`src/rtl/main_fifo_reader_pkg.sv`:
```
// -----------------------------------------------------------------------------
// main_fifo_reader_pkg
//   Shared definitions for the main FIFO reader: controller state encoding
//   and the default word geometry (word width and VC-select bit position).
// -----------------------------------------------------------------------------
package main_fifo_reader_pkg;

   typedef enum logic [1:0] {
      ST_INIT   = 2'd0,
      ST_IDLE   = 2'd1,
      ST_ACTIVE = 2'd2,
      ST_STALL  = 2'd3
   } state_t;

   localparam int DEFAULT_DATA_WIDTH  = 6;
   localparam int DEFAULT_CLASS_BIT   = 5;
   localparam int DEFAULT_COUNT_WIDTH = 8;

endpackage : main_fifo_reader_pkg

```
`src/rtl/main_fifo_reader.sv`:
```
// -----------------------------------------------------------------------------
// main_fifo_reader
//   Consumer end of the main transmit FIFO. Pops a word whenever the FIFO is
//   non-empty and neither VC FIFO is almost full, then two cycles later pushes
//   it into VC0 or VC1 according to main_data[class_bit]. Keeps per-VC push
//   counters and a sticky overflow error for words dropped on a full VC.
//
// Ports
//   clk              rising-edge clock
//   reset            asynchronous active-low reset
//   init             active-low soft hold (synchronous clear of counters/error)
//   main_empty       main FIFO empty flag
//   main_data        main FIFO read data, valid one cycle after a pop
//   main_rd_enable   pop request to the main FIFO (combinational)
//   vc0/1_almost_full  VC almost-full flags (>= 2 free entries when set)
//   vc0/1_full       VC full flags, checked at the push edge
//   vc_data          registered word presented to both VCs
//   vc0/1_wr_enable  single-cycle push strobes
//   vc0/1_count      words pushed to each VC, wraps modulo 2^count_width
//   error            sticky overflow (word dropped on a full VC)
//   idle             IDLE state with nothing in flight
// -----------------------------------------------------------------------------
module main_fifo_reader
   import main_fifo_reader_pkg::*;
#(
   parameter int data_width  = DEFAULT_DATA_WIDTH,
   parameter int class_bit   = DEFAULT_CLASS_BIT,
   parameter int count_width = DEFAULT_COUNT_WIDTH
) (
   input  logic                   clk,
   input  logic                   reset,
   input  logic                   init,
   input  logic                   main_empty,
   input  logic [data_width-1:0]  main_data,
   output logic                   main_rd_enable,
   input  logic                   vc0_almost_full,
   input  logic                   vc1_almost_full,
   input  logic                   vc0_full,
   input  logic                   vc1_full,
   output logic [data_width-1:0]  vc_data,
   output logic                   vc0_wr_enable,
   output logic                   vc1_wr_enable,
   output logic [count_width-1:0] vc0_count,
   output logic [count_width-1:0] vc1_count,
   output logic                   error,
   output logic                   idle
);

   state_t                 state_q,      state_d;
   logic                   rd_pending_q, rd_pending_d;
   logic [data_width-1:0]  vc_data_q,    vc_data_d;
   logic                   vc0_wr_q,     vc0_wr_d;
   logic                   vc1_wr_q,     vc1_wr_d;
   logic [count_width-1:0] vc0_count_q,  vc0_count_d;
   logic [count_width-1:0] vc1_count_q,  vc1_count_d;
   logic                   error_q,      error_d;

   logic any_almost_full;

   assign any_almost_full = vc0_almost_full | vc1_almost_full;

   // The destination is unknown until the word returns, so both almost-full
   // flags gate every pop; the 2-entry margin absorbs the word in flight.
   assign main_rd_enable = init && (state_q != ST_INIT) && !main_empty && !any_almost_full;

   // NOTE: every signal assigned here gets a default first, otherwise a path
   // that skips an assignment infers a latch.
   always_comb begin
      state_d      = state_q;
      rd_pending_d = main_rd_enable;
      vc_data_d    = vc_data_q;
      vc0_wr_d     = 1'b0;
      vc1_wr_d     = 1'b0;
      vc0_count_d  = vc0_count_q;
      vc1_count_d  = vc1_count_q;
      error_d      = error_q;

      unique case (state_q)
         ST_INIT: state_d = ST_IDLE;
         ST_IDLE: begin
            if (!main_empty) state_d = any_almost_full ? ST_STALL : ST_ACTIVE;
         end
         ST_ACTIVE: begin
            if (any_almost_full) state_d = ST_STALL;
            else if (main_empty) state_d = ST_IDLE;
         end
         ST_STALL: begin
            if (!any_almost_full) state_d = main_empty ? ST_IDLE : ST_ACTIVE;
         end
      endcase

      // Push stage: the word popped last cycle is now on main_data. vc_data
      // only changes when a push actually happens, so a dropped word leaves
      // the previous pushed value in place.
      if (rd_pending_q) begin
         if (main_data[class_bit]) begin
            if (vc1_full) begin
               error_d = 1'b1;
            end else begin
               vc_data_d   = main_data;
               vc1_wr_d    = 1'b1;
               vc1_count_d = vc1_count_q + count_width'(1);
            end
         end else begin
            if (vc0_full) begin
               error_d = 1'b1;
            end else begin
               vc_data_d   = main_data;
               vc0_wr_d    = 1'b1;
               vc0_count_d = vc0_count_q + count_width'(1);
            end
         end
      end

      // Soft hold overrides everything: discard the in-flight word and clear
      // the statistics.
      if (!init) begin
         state_d      = ST_INIT;
         rd_pending_d = 1'b0;
         vc0_wr_d     = 1'b0;
         vc1_wr_d     = 1'b0;
         vc0_count_d  = '0;
         vc1_count_d  = '0;
         error_d      = 1'b0;
      end
   end

   // NOTE: sequential state uses non-blocking assignments so every flop
   // samples the pre-edge value of its _d input.
   always_ff @(posedge clk or negedge reset) begin
      if (!reset) begin
         state_q      <= ST_INIT;
         rd_pending_q <= 1'b0;
         vc_data_q    <= '0;
         vc0_wr_q     <= 1'b0;
         vc1_wr_q     <= 1'b0;
         vc0_count_q  <= '0;
         vc1_count_q  <= '0;
         error_q      <= 1'b0;
      end else begin
         state_q      <= state_d;
         rd_pending_q <= rd_pending_d;
         vc_data_q    <= vc_data_d;
         vc0_wr_q     <= vc0_wr_d;
         vc1_wr_q     <= vc1_wr_d;
         vc0_count_q  <= vc0_count_d;
         vc1_count_q  <= vc1_count_d;
         error_q      <= error_d;
      end
   end

   assign vc_data       = vc_data_q;
   assign vc0_wr_enable = vc0_wr_q;
   assign vc1_wr_enable = vc1_wr_q;
   assign vc0_count     = vc0_count_q;
   assign vc1_count     = vc1_count_q;
   assign error         = error_q;
   assign idle          = (state_q == ST_IDLE) && !rd_pending_q && !vc0_wr_q && !vc1_wr_q;

endmodule : main_fifo_reader

```
`config.mk`:
```
export PLATFORM = sky130hd
export DESIGN_NAME = main_fifo_reader
export DESIGN_NICKNAME = d
export VERILOG_FILES = /design/src/rtl/main_fifo_reader_pkg.sv /design/src/rtl/main_fifo_reader.sv
export SDC_FILE = /design/constraint.sdc
export NUM_CORES = 1
export LEC_CHECK = 0
export CORE_UTILIZATION = 23
export DETAILED_ROUTE_END_ITERATION = 12
export GPL_TIMING_DRIVEN = 0
export SETUP_SLACK_MARGIN = 0.3
export SYNTH_ARGS = -nofsm -noshare
export SYNTH_HDL_FRONTEND = slang
export SYNTH_SLANG_ARGS = --single-unit
```
`constraint.sdc`:
```
create_clock -name clk -period 1.6 [get_ports clk]
set_input_delay 0.32 -clock clk [delete_from_list [all_inputs] [get_ports clk]]
set_output_delay 0.32 -clock clk [all_outputs]
set_load 0.01 [all_outputs]
```
Word level (Yosys, flattened, before mapping) --
Cells that the tools add are included.
Word-level totals: register bits 28, output and inout bits 27
Cells by class: add/subtract/negate cells 2, equality and inequality tests 15, mux-type cells 33, bitwise operators 1, reductions and logical operators 18
Operator list (count):
- 8-bit two-way mux | 8
- 6-bit two-way mux | 3
- 8-bit by 1-bit adder with 8-bit output, second input constant | 2
- 1-bit two-way mux | 15
- 3-bit AND reduction | 5
- 2-bit two-way mux | 6
- 2-bit != test, second input constant | 5
- 2-bit case mux with 4 select lines | 1
- 1-bit logical AND | 6
- 3-bit != test, second input constant | 2
- 1-bit zero test | 5
- 2-bit == test, second input constant | 2
- 2-bit by 1-bit != test with 1-bit output, second input constant | 2
- 4-bit != test, second input constant | 1
- 3-bit by 1-bit != test with 1-bit output, second input constant | 1
- 3-bit by 2-bit != test with 1-bit output, second input constant | 1
- 2-bit by 1-bit == test with 1-bit output, second input constant | 1
- 2-bit zero test | 1
- 2-bit nonzero test | 1
- 1-bit bitwise OR | 1

Depth between registers and ports, before layout --
Gate-level depths: netlist of run 1.
word-level depth 5, mapped depth 5

Worst setup path after synthesis of run 1 --
Ideal clock, no wire load.
kind input port to flip-flop, start input port main_data[5], end register vc0_count_q[5], in the netlist vc0_count[5], setup time 0.080 ns, arrival time 1.568 ns, setup slack -0.047 ns, stages on the path 5, path buffers 2, cell sequence buf_2 -> or3b_1 -> buf_2 -> or4_1 -> a21oi_1
On the way: longest elaborated chain between the ends 2
RTL lines:
- from (decl) | RTL line main_fifo_reader.sv:34 | input logic [data_width-1:0] main_data,
- 2-bit != test (no line)
- 3-bit AND reduction (no line)
- to (signal assigned) | RTL line main_fifo_reader.sv:146 | vc0_count_q <= vc0_count_d;
- to (decl) | RTL line main_fifo_reader.sv:54 | logic [count_width-1:0] vc0_count_q, vc0_count_d;
No other way between the ends. A chain may end at the register's enable or synchronous reset.

Worst setup path after layout of run 1 --
start register rd_pending_q, end register vc0_count_q[6], in the netlist vc0_count[6]
On the way: longest elaborated chain between the ends 2
RTL lines:
- from (decl) | RTL line main_fifo_reader.sv:50 | logic rd_pending_q, rd_pending_d;
- from (signal assigned) | RTL line main_fifo_reader.sv:142 | rd_pending_q <= rd_pending_d;
- 2-bit by 1-bit != test with 1-bit output (no line)
- 3-bit AND reduction (no line)
No other way between the ends.

==> out/qor.yml, run 1 <==
setup_path:
  crit_type: "reg2reg"
  reg2reg_to: "vc0_count[6]$_DFFE_PN0P_"
  cp-start-kind: "flop"
  reg2reg_slack_ps: 20
  slowest_stage: "or4_4"
  required_ps: 1810
  cp_common_cell: "buf_6"
  r2r_start: "rd_pending_q$_DFF_PN0_"
  crit_fanout: 8
  slowest_delay_ps: 410
  reg2reg_depth: 5
  crit_chain: "buf_6, or3b_4, buf_6, or4_4, a21oi_2"
  arrival_ps: 1790
  end_kind: "flop"
clocking:
  clkTransAtPathRegs_ps: 100
  worstSkewPairLatency_ps: 270
  numCtsBuffers: 3
  cts_sinks: 28
  cts_root_buffer: "clkbuf_8"
  htreeDepth: 1
  clockBufferDepth: 2
  tritoncts: "yes"
timing:
  finalSetupViolCount: 0
  setup_tns_ps: 0
  skew_ps: 2.03
  final-max-slew-violation-count: 0
  grt_setup_unrepaired: "true"
  final_hold_viol_count: 0
  fmax_mhz: 634
  worst_slew_pin_slew_ps: 719
  worst_slew_margin_rel_pct: 52.0
  fin_ws_ps: 22.7
  fin_crit_ps: 1580
  min_period_over_period_pct: 98.6
synthesis:
  synth-simple-area-share_pct: 20.8
  synth_top_family_by_area: "simple AND/OR/NAND/NOR gates"
  yosys_warnings: 0
  synth_nets: 137
  synth-seq-area-share_pct: 54.6
  synth_area_leaders: "dfrtp_1, a21oi_1, mux2_2"
  syn_area_per_cell_sq_um: 10.6
  synth_cell_types: 31
  postSynth.asyncResetShare_pct: 100
  yosys.area_share.adder_pct: 1.95
  synth-compound-area-share_pct: 10.7
  ys_ff_latch: 28
  syn-instance-count: 121
  synth_xor_area_share_pct: 2.73
  synth_top_area_share_pct: 54.6
  synth_area_sq_mm: 0.00128
  synth_largest_area_cell: "dfrtp_1"
  synth_ff_type: "dfrtp_1"
  synth_edf_count: 0
  muxShareOfSynthArea_pct: 6.73
global_routing:
  grt_max_degree: 29
  track_usage_pct: 12.1
  grt_pass1_vias: 1170
  antenna_found_initial: 0
  grt_pass1_wl_um: 5660
  overflow: 0
routing:
  dr.pass1.iters: 4
  wl_met2_um: 1740
  wl_met1_um: 1600
  route.detailed.drc: 0
  vias_per_cell: 4.57
  highest_layer: "met4"
  wire_per_inst_um: 13.0
  via_count: 1235
  final_antenna_net_count: 0
  wl_met3_um: 140
  finalWirelength_um: 3510
  drt_iter0_markers: 43
finish:
  multi_input_area_sq_um: 727
  seqCellArea_sq_um: 703
  layout-drive-gt1-share_pct: 46.0
  nFillCells: 498
  n_antenna_cell: 0
  layout_common_cells: "buf_4, dfrtp_1, clkdlybuf4s15_1"
  final_nets: 217
  final_common_cell: "buf_4"
  area_growth_pct: 79.8
  fin_area_sq_mm: 0.00231
placed_design:
  dp_slack_ps: -628
  portBuffers: 39
  dpl.hpwl_um: 2100
  placed_area_sq_mm: 0.00178
  gp_congestion: 0.674
flow_run:
  drv_cap: 0
power_and_ir_drop:
  leakage_uw: 0.00103
  power_uw: 1530
  ir_worst_vdd_v: 0.000568
  power_density_mw_per_mm2: 664
hold_path:
  hold_class: "in2async"
floorplan:
  die_h_um: 76.7
  io_pins: 41
  start_util_pct: 24.5
  die_x_um: 76.7
  num_rows: 26
  core_area_sq_mm: 0.00524
  die_area_sq_mm: 0.00588
outcome:
  status: "completed"
==> Yosys cell counts (all sizes together) (2+ instances only) <==
cell and instances:
o21ai 4, buf 3, xor2 2, nor2 10, nand2b 3, mux2 5, a21oi 13, nand2 9
inv 2, nor4 2, or3 4, dfrtp 28, o31ai 6, nand4 3, nand3 3, xnor2 2
and2 2, mux2i 3, ha 2, or4 5
==> routing by layer <==
metal	vias up	GRT usage (%)
li1	593	-
met1	605	16.2
met2	33	19.4
met3	4	3.10
met4	0	2.69
met5	-	0
==> how the worst max path moves through the flow <==
| stage | startpoint | end | cells past startpoint |
|---|---|---|---|
| floorplan | main_data[5] | vc0_count[5]$_DFFE_PN0P_ | 5 |
| global placement | main_empty | main_rd_enable | 4 |
| detailed placement | main_empty | main_rd_enable | 4 |
| CTS | state_q[1]$_DFFE_PN0P_ | main_rd_enable | 4 |
| global route | rd_pending_q$_DFF_PN0_ | vc0_count[5]$_DFFE_PN0P_ | 5 |
| finish | rd_pending_q$_DFF_PN0_ | vc0_count[6]$_DFFE_PN0P_ | 5 |
==> what timing repair did <==
action                                  in CTS  in global routing
pin swaps                                    7                  9
buffers inserted                            23                 13
endpoints found under the setup margin      78                 43
gates resized for setup                     74                 56
gates cloned                                 0                  0
hold buffers                                 0                  0
==> metrics by stage <==
stage	cells	utilization (%)	hold WS [ps]
after floorplan	121	-	24.4
after detailed placement	230	34.0	496
after global routing	270	44.1	242
after global placement	230	34.0	487
after CTS	257	39.7	223
final	270	44.1	182
==> sequential cells by signal (all words and copies together), names as in the netlist <==
register,count
vc0_wr_enable,1
vc_data,6
state_q,2
rd_pending_q,1
vc1_wr_enable,1
vc1_count,8
error,1
vc0_count,8
==> final cells by class <==
type,count,share of cell area (%)
Multi-Input combinational cell,86,31.5
Sequential cell,28,30.5
Timing Repair Buffer,75,28.7
Tap cell,70,3.79
Buffer,4,1.84
Clock buffer,3,1.79
Clock inverter,1,1.30
Inverter,3,0.650
==> kinds of logic (layout without fill, tap and decap cells) <==
logic type / Yosys count / count (layout)
multiplexers: 8 / 8
AO/OA/AOI/OAI: 24 / 24
flip-flops: 28 / 28
AND/OR/NAND/NOR: 48 / 48
XOR/XNOR: 4 / 4
buffers and inverters: 7 / 86
adder cells (fa/ha/maj): 2 / 2
==> critical path: cells and delay by family (launching register included) <==
| family | cells | cell delay (ps) |
|---|---|---|
| simple gates | 2 | 780 |
| compound gates | 1 | 130 |
| buf+inv | 2 | 250 |
| flops | 1 | 350 |
==> power breakdown <==
part | internal (uW) | switching (uW)
Combinational | 117 | 98.0
Sequential | 742 | 17.1
Clock | 335 | 225
(Power assumes the default switching activity.)
==> inputs of run 2 (changes only) <==
--- a/config.mk
+++ b/config.mk
@@ -5,10 +5,12 @@
 export SDC_FILE = /design/constraint.sdc
 export NUM_CORES = 1
 export LEC_CHECK = 0
+export ABC_AREA = 1
 export CORE_UTILIZATION = 23
 export DETAILED_ROUTE_END_ITERATION = 12
 export GPL_TIMING_DRIVEN = 0
 export SETUP_SLACK_MARGIN = 0.3
+export SLEW_MARGIN = 5
 export SYNTH_ARGS = -nofsm -noshare
 export SYNTH_HDL_FRONTEND = slang
 export SYNTH_SLANG_ARGS = --single-unit
==> out/qor.yml, run 2 <==
timing:
  min_period_over_period_pct: 95.1  # -3.4 points
  final-max-slew-violation-count: 0  # unchanged
  finalSetupViolCount: 0  # unchanged
  skew_ps: 2.00  # -0.0325 ps
  fin_crit_ps: 1520  # -55.0 ps
  grt_setup_unrepaired: "true"
  fmax_mhz: 657  # +3.6%
  final_hold_viol_count: 0  # unchanged
  worst_slew_margin_rel_pct: 50.9  # -1.1 points
  worst_slew_pin_slew_ps: 736  # +16.5 ps
synthesis:
  synth_largest_area_cell: "dfrtp_1"
  synth_cell_types: 18  # -42%
  synth_edf_count: 0  # unchanged
  yosysMostFrequentCell: "nand2_1"
  muxShareOfSynthArea_pct: 0  # -6.7 points
  synth_common_cells: "nand2_1, dfrtp_1, nor2_1"
  syn-instance-count: 196  # +62%
  synth-seq-area-share_pct: 48.3  # -6.3 points
  synth_xor_area_share_pct: 0  # -2.7 points
  synth-compound-area-share_pct: 8.97  # -1.8 points
  synth_ff_type: "dfrtp_1"
  synth_area_leaders: "dfrtp_1, nand2_1, nor2_1"
  synth_top_family_by_area: "simple AND/OR/NAND/NOR gates"
  synth_nets: 212  # +55%
  syn_area_per_cell_sq_um: 7.41  # -30%
  ys_ff_latch: 28  # unchanged
  synth_top_area_share_pct: 48.3  # -6.3 points
  yosys.area_share.adder_pct: 1.72  # -0.23 points
  synth_area_sq_mm: 0.00145  # +13%
  postSynth.asyncResetShare_pct: 100  # unchanged
  yosys_warnings: 0  # unchanged
  synth-simple-area-share_pct: 33.0  # +12 points
placed_design:
  dpl.hpwl_um: 2560  # +22%
  gp_congestion: 0.793  # +18%
  placed_area_sq_mm: 0.00195  # +9.2%
  portBuffers: 40  # +2.6%
finish:
  area_growth_pct: 57.9
  final_nets: 288  # +33%
  final_common_cell: "nand2_1"
  n_antenna_cell: 0  # unchanged
  fin_area_sq_mm: 0.00229  # -0.70%
  layout-drive-gt1-share_pct: 22.5  # -23 points
  layout_common_cells: "nand2_1, buf_4, dfrtp_1"
routing:
  via_count: 1497  # +21%
  vias_per_cell: 4.33  # -5.4%
  drt_iter0_markers: 72  # +67%
  finalWirelength_um: 3850  # +9.7%
  final_antenna_net_count: 0  # unchanged
  route.detailed.drc: 0  # unchanged
  wire_per_inst_um: 11.1  # -14%
  dr.pass1.iters: 4  # unchanged
clocking:
  worstSkewPairLatency_ps: 270  # about the same
  numCtsBuffers: 3  # unchanged
  htreeDepth: 1  # unchanged
  clkTransAtPathRegs_ps: 100  # about the same
  holdBufCountCts: 0  # unchanged
  clockBufferDepth: 2  # unchanged
  cts_root_buffer: "clkbuf_8"
  cts_sinks: 28  # unchanged
  tritoncts: "yes"
global_routing:
  overflow: 0  # unchanged
  grt_pass1_vias: 1427  # +22%
  grt_pass1_wl_um: 6330  # +12%
  track_usage_pct: 12.5  # +0.44 points
  grt_max_degree: 29  # unchanged
  antenna_found_initial: 0  # unchanged
floorplan:
  die_area_sq_mm: 0.00663  # +13%
  start_util_pct: 24.2  # -0.28 points
  die_h_um: 81.4  # +6.2%
  num_rows: 28  # +7.7%
  io_pins: 41  # unchanged
  die_x_um: 81.4  # +6.2%
  core_area_sq_mm: 0.00599  # +14%
setup_path:
  crit_chain: "clkdlybuf4s50_1, nor2_4, nand2_1, a21oi_1, buf_2"
  crit_fanout: 2  # -6
  reg2reg_depth: 8  # +3
  crit_type: "in2out"
  arrival_ps: 1200  # -590 ps
  required_ps: 1280  # -530 ps
  end_kind: "primary output"
  slowest_stage: "clkdlybuf4s50_1"
  reg2reg_slack_ps: 380  # +360 ps
  cp-start-kind: "input port"
  slowest_delay_ps: 440  # +30 ps
power_and_ir_drop:
  seqPwrFrac_pct: 48.0  # -1.5 points
  intPower_uw: 1220  # +1.9%
  leakage_uw: 0.00121  # +18%
  swShare_pct: 27.6  # +5.4 points
  p_sw_uw: 463  # +36%
  power_density_mw_per_mm2: 732  # +10%
  pwr-share-comb_pct: 25.9  # +12 points
  power_uw: 1680  # +9.4%
  power_frac_clock_pct: 26.2  # -10 points
  ir_worst_vdd_v: 0.000387  # -32%
outcome:
  status: "completed"
flow_run:
  drv_cap: 0  # unchanged
hold_path:
  hold_class: "in2async"
[run 2: cell types whose count changed after synthesis, moves of 3 or more]
cell	before	now
inv_1	2	23
mux2_2	5	0
mux2i_1	3	0
nand2_1	9	65
nand2b_1	3	0
nand3_1	3	16
nand3_2	0	3
nor2_1	10	27
o21ai_0	4	9
o31ai_1	6	0
or3_1	4	0
or4_1	5	0
[run 2: kinds of logic (layout without fill, tap and decap cells)]
group	after synthesis	in the layout
AND/OR/NAND/NOR	115	115
adder cells (fa/ha/maj)	2	2
AO/OA/AOI/OAI	25	25
flip-flops	28	28
buffers and inverters	26	101
[run 2: metal layers]
layer	routed length [um]	vias up	share of wire, %	track usage, %
met2	1920	30	50	22.4
met4	22	0	0.57	3.57
met5	0	-	0	0
li1	-	766	-	-
met1	1730	699	45	14.9
met3	179	2	4.6	2.67
[run 2: power by group through the flow]
stage	Clock, uW	Combinational [uW]	Sequential [uW]
final	439	434	805
after CTS	469	362	803
after global placement	0	357	818
after floorplan	0	141	841
after global routing	498	485	811
after detailed placement	0	363	822
[run 2: layout make-up]
| type | instances | area [sq um] |
|---|---|---|
| Inverter | 24 | 90.1 |
| Clock buffer | 4 | 55.1 |
| Buffer | 2 | 26.3 |
| Multi-Input combinational cell | 142 | 711 |
| Fill cell | 613 | 3700 |
| Sequential cell | 28 | 702 |
| Tap cell | 75 | 93.8 |
| Timing Repair Buffer | 71 | 614 |
[run 2: path summary, 6_finish.rpt]
kind                                     startpoint                        to
max reg2reg                vc1_count[0]$_DFFE_PN0P_  vc1_count[6]$_DFFE_PN0P_
max in group asynchronous                     reset    state_q[1]$_DFFE_PN0P_
max                                 vc1_almost_full            main_rd_enable
min reg2reg                  vc_data[1]$_DFFE_PN0P_    vc_data[1]$_DFFE_PN0P_
min                                           reset  vc1_count[6]$_DFFE_PN0P_
min in group clk                               init         error$_DFFE_PN0P_
[run 2: per-stage QoR]
step                utilization, %  cells  setup TNS (ps)  hold slack [ps]  worst slack, ps
floorplan                        -    196               0             24.4              390
global placement              32.5    311           -9190              463             -626
detailed placement            32.5    311           -9730              467             -629
CTS                           35.8    336               0              211             69.8
global route                  38.3    346               0              235             17.1
finish                        38.3    346               0              190             77.7
[run 2: worst max-delay path: cells and delay by family]
| kind | cells | cell delay, ps |
|---|---|---|
| buffers and inverters | 2 | 590 |
| AOI/OAI and AO/OA | 1 | 130 |
| and+or+nand+nor | 2 | 170 |
[run 2: timing repair]
item                                    in CTS  in global routing
resized for setup                           55                 33
endpoints found under the setup margin      64                 27
setup buffers                               21                 10
pin swaps                                    3                  1
gates cloned                                 0                  0
==> inputs of run 3 (changes only) <==
--- a/config.mk
+++ b/config.mk
@@ -6,9 +6,10 @@
 export NUM_CORES = 1
 export LEC_CHECK = 0
 export ABC_AREA = 1
-export CORE_UTILIZATION = 23
+export CORE_UTILIZATION = 42
 export DETAILED_ROUTE_END_ITERATION = 12
 export GPL_TIMING_DRIVEN = 0
+export PLACE_DENSITY = 0.74
 export SETUP_SLACK_MARGIN = 0.3
 export SLEW_MARGIN = 5
 export SYNTH_ARGS = -nofsm -noshare
==> out/qor.yml, run 3 (synthesis results as in run 2) <==
outcome:
  status: "finished with violations"
  violations: "hold timing"
setup_path:
  reg2reg_slack_ps: 370  # about the same
  reg2reg_to: "vc1_count[6]$_DFFE_PN0P_"
  cp_top_family: "flip-flops"
  required_ps: 1280  # about the same
  slowest_delay_ps: 380  # -60 ps
  cp.depth: 5  # unchanged
  crit_buf_inv: 2  # unchanged
  r2r_start: "vc1_count[0]$_DFFE_PN0P_"
  crit_chain: "inv_2, nor2_2, nand2_1, nor3_1, buf_2"
  cp-start-kind: "flop"
  arrival_ps: 1230  # +30 ps
  crit_fanout: 2  # unchanged
  end_kind: "primary output"
  reg2reg_depth: 8  # unchanged
  crit_type: "reg2out"
  slowest_stage: "dfrtp_1"
clocking:
  cts_sinks: 28  # unchanged
  clockBufferDepth: 2  # unchanged
  cts_root_buffer: "clkbuf_4"
  tritoncts: "yes"
  worstSkewPairLatency_ps: 330  # +60 ps
  htreeDepth: 1  # unchanged
  numCtsBuffers: 3  # unchanged
  clkTransAtPathRegs_ps: 150  # +50 ps
floorplan:
  num_rows: 20  # -29%
  die_h_um: 60.8  # -25%
  start_util_pct: 46.0  # +22 points
  die_x_um: 60.8  # -25%
  io_pins: 41  # unchanged
  core_area_sq_mm: 0.00315  # -47%
  die_area_sq_mm: 0.00369  # -44%
global_routing:
  grt_max_degree: 29  # unchanged
  track_usage_pct: 21.9  # +9.3 points
  antenna_found_initial: 0  # unchanged
  grt_pass1_wl_um: 5930  # -6.4%
  overflow: 0  # unchanged
  grt_pass1_vias: 1441  # +0.98%
hold_path:
  hold_class: "in2async"
finish:
  layout-drive-gt1-share_pct: 28.7  # +6.2 points
  layout_common_cells: "nand2_1, dfrtp_1, buf_4"
  area_growth_pct: 42.8
  nFillCells: 302  # -51%
  n_antenna_cell: 0  # unchanged
  final_common_cell: "nand2_1"
  fin_util_pct: 65.8  # +27 points
  final_nets: 285  # -1.0%
timing:
  holdWs_ps: -29.0  # -219 ps
  final_hold_viol_count: 28  # +28
  skew_ps: 4.93  # +2.93 ps
  worst_slew_pin_slew_ps: 612  # -124 ps
  final-max-slew-violation-count: 0  # unchanged
  min_period_over_period_pct: 96.7  # +1.6 points
  fin_crit_ps: 1550  # +25.1 ps
  finalSetupViolCount: 0  # unchanged
  setup_tns_ps: 0  # unchanged
  grt_setup_unrepaired: "true"
  fmax_mhz: 646  # -1.6%
  worst_slew_margin_rel_pct: 59.2  # +8.3 points
  fin_ws_ps: 52.6  # -25.1 ps
routing:
  finalWirelength_um: 3580  # -7.0%
  dr.pass1.iters: 4  # unchanged
  via_count: 1512  # +1.0%
  route.detailed.drc: 0  # unchanged
  vias_per_cell: 4.85  # +12%
  final_antenna_net_count: 0  # unchanged
  wire_per_inst_um: 11.5  # +3.2%
  drt_iter0_markers: 62  # -14%
placed_design:
  gp_congestion: 0.798  # +0.62%
  dp_slack_ps: -617  # +11.9 ps
  portBuffers: 40  # unchanged
  dpl.hpwl_um: 2350  # -8.1%
flow_run:
  drv_cap: 0  # unchanged
power_and_ir_drop:
  leakage_uw: 0.00121  # about the same
  power_uw: 1620  # -3.2%
  ir_worst_vdd_v: 0.000849  # +120%
  power_density_mw_per_mm2: 783  # +7.0%
==> run 3: where the power goes <==
part,leakage [uW],switching (uW),total [uW],internal [uW]
registers,0.000381,32.5,800,768
clock network,0.0000279,208,461,254
logic,0.000804,198,363,165
==> run 3: area by class of cell <==
class | instances | area, sq um | share of cell area, %
clock inverter | 1 | 30.0 | 1.45
timing repair buffer | 68 | 470 | 22.7
clock buffer | 3 | 22.5 | 1.09
tap | 44 | 55.1 | 2.66
inverter | 24 | 90.1 | 4.35
multi-input combinational | 142 | 678 | 32.7
sequential | 28 | 701 | 33.8
buffer | 2 | 26.3 | 1.27
==> run 3: worst max-delay path by stage <==
stage,startpoint,end,slack (ps)
floorplan,vc1_count[0]$_DFFE_PN0P_,vc1_count[6]$_DFFE_PN0P_,390
global placement,init,main_rd_enable,-620
detailed placement,init,main_rd_enable,-620
CTS,state_q[0]$_DFFE_PN0P_,idle,60
global route,state_q[0]$_DFFE_PN0P_,idle,-9
finish,state_q[0]$_DFFE_PN0P_,idle,50
==> run 3: stage by stage <==
step                instances  cell area (sq um)
detailed placement        280               1910
floorplan                 196               1450
finish                    312               2070
global placement          280               1910
CTS                       306               2090
global route              312               2070
==> run 3: routing by layer <==
layer | up-vias | track usage (%) | routed length (um)
li1 | 764 | - | -
met1 | 703 | 25.7 | 1590
met2 | 41 | 38.9 | 1830
met3 | 4 | 4.69 | 131
met4 | 0 | 8.44 | 36
met5 | - | 0 | 0
==> run 3: what timing repair did <==
action                     CTS  global route
resized for setup           94            26
hold buffers                 0             0
pin swaps                    4             1
setup endpoints to repair   56            24
setup buffers               22             6
hold endpoints to repair     0             0
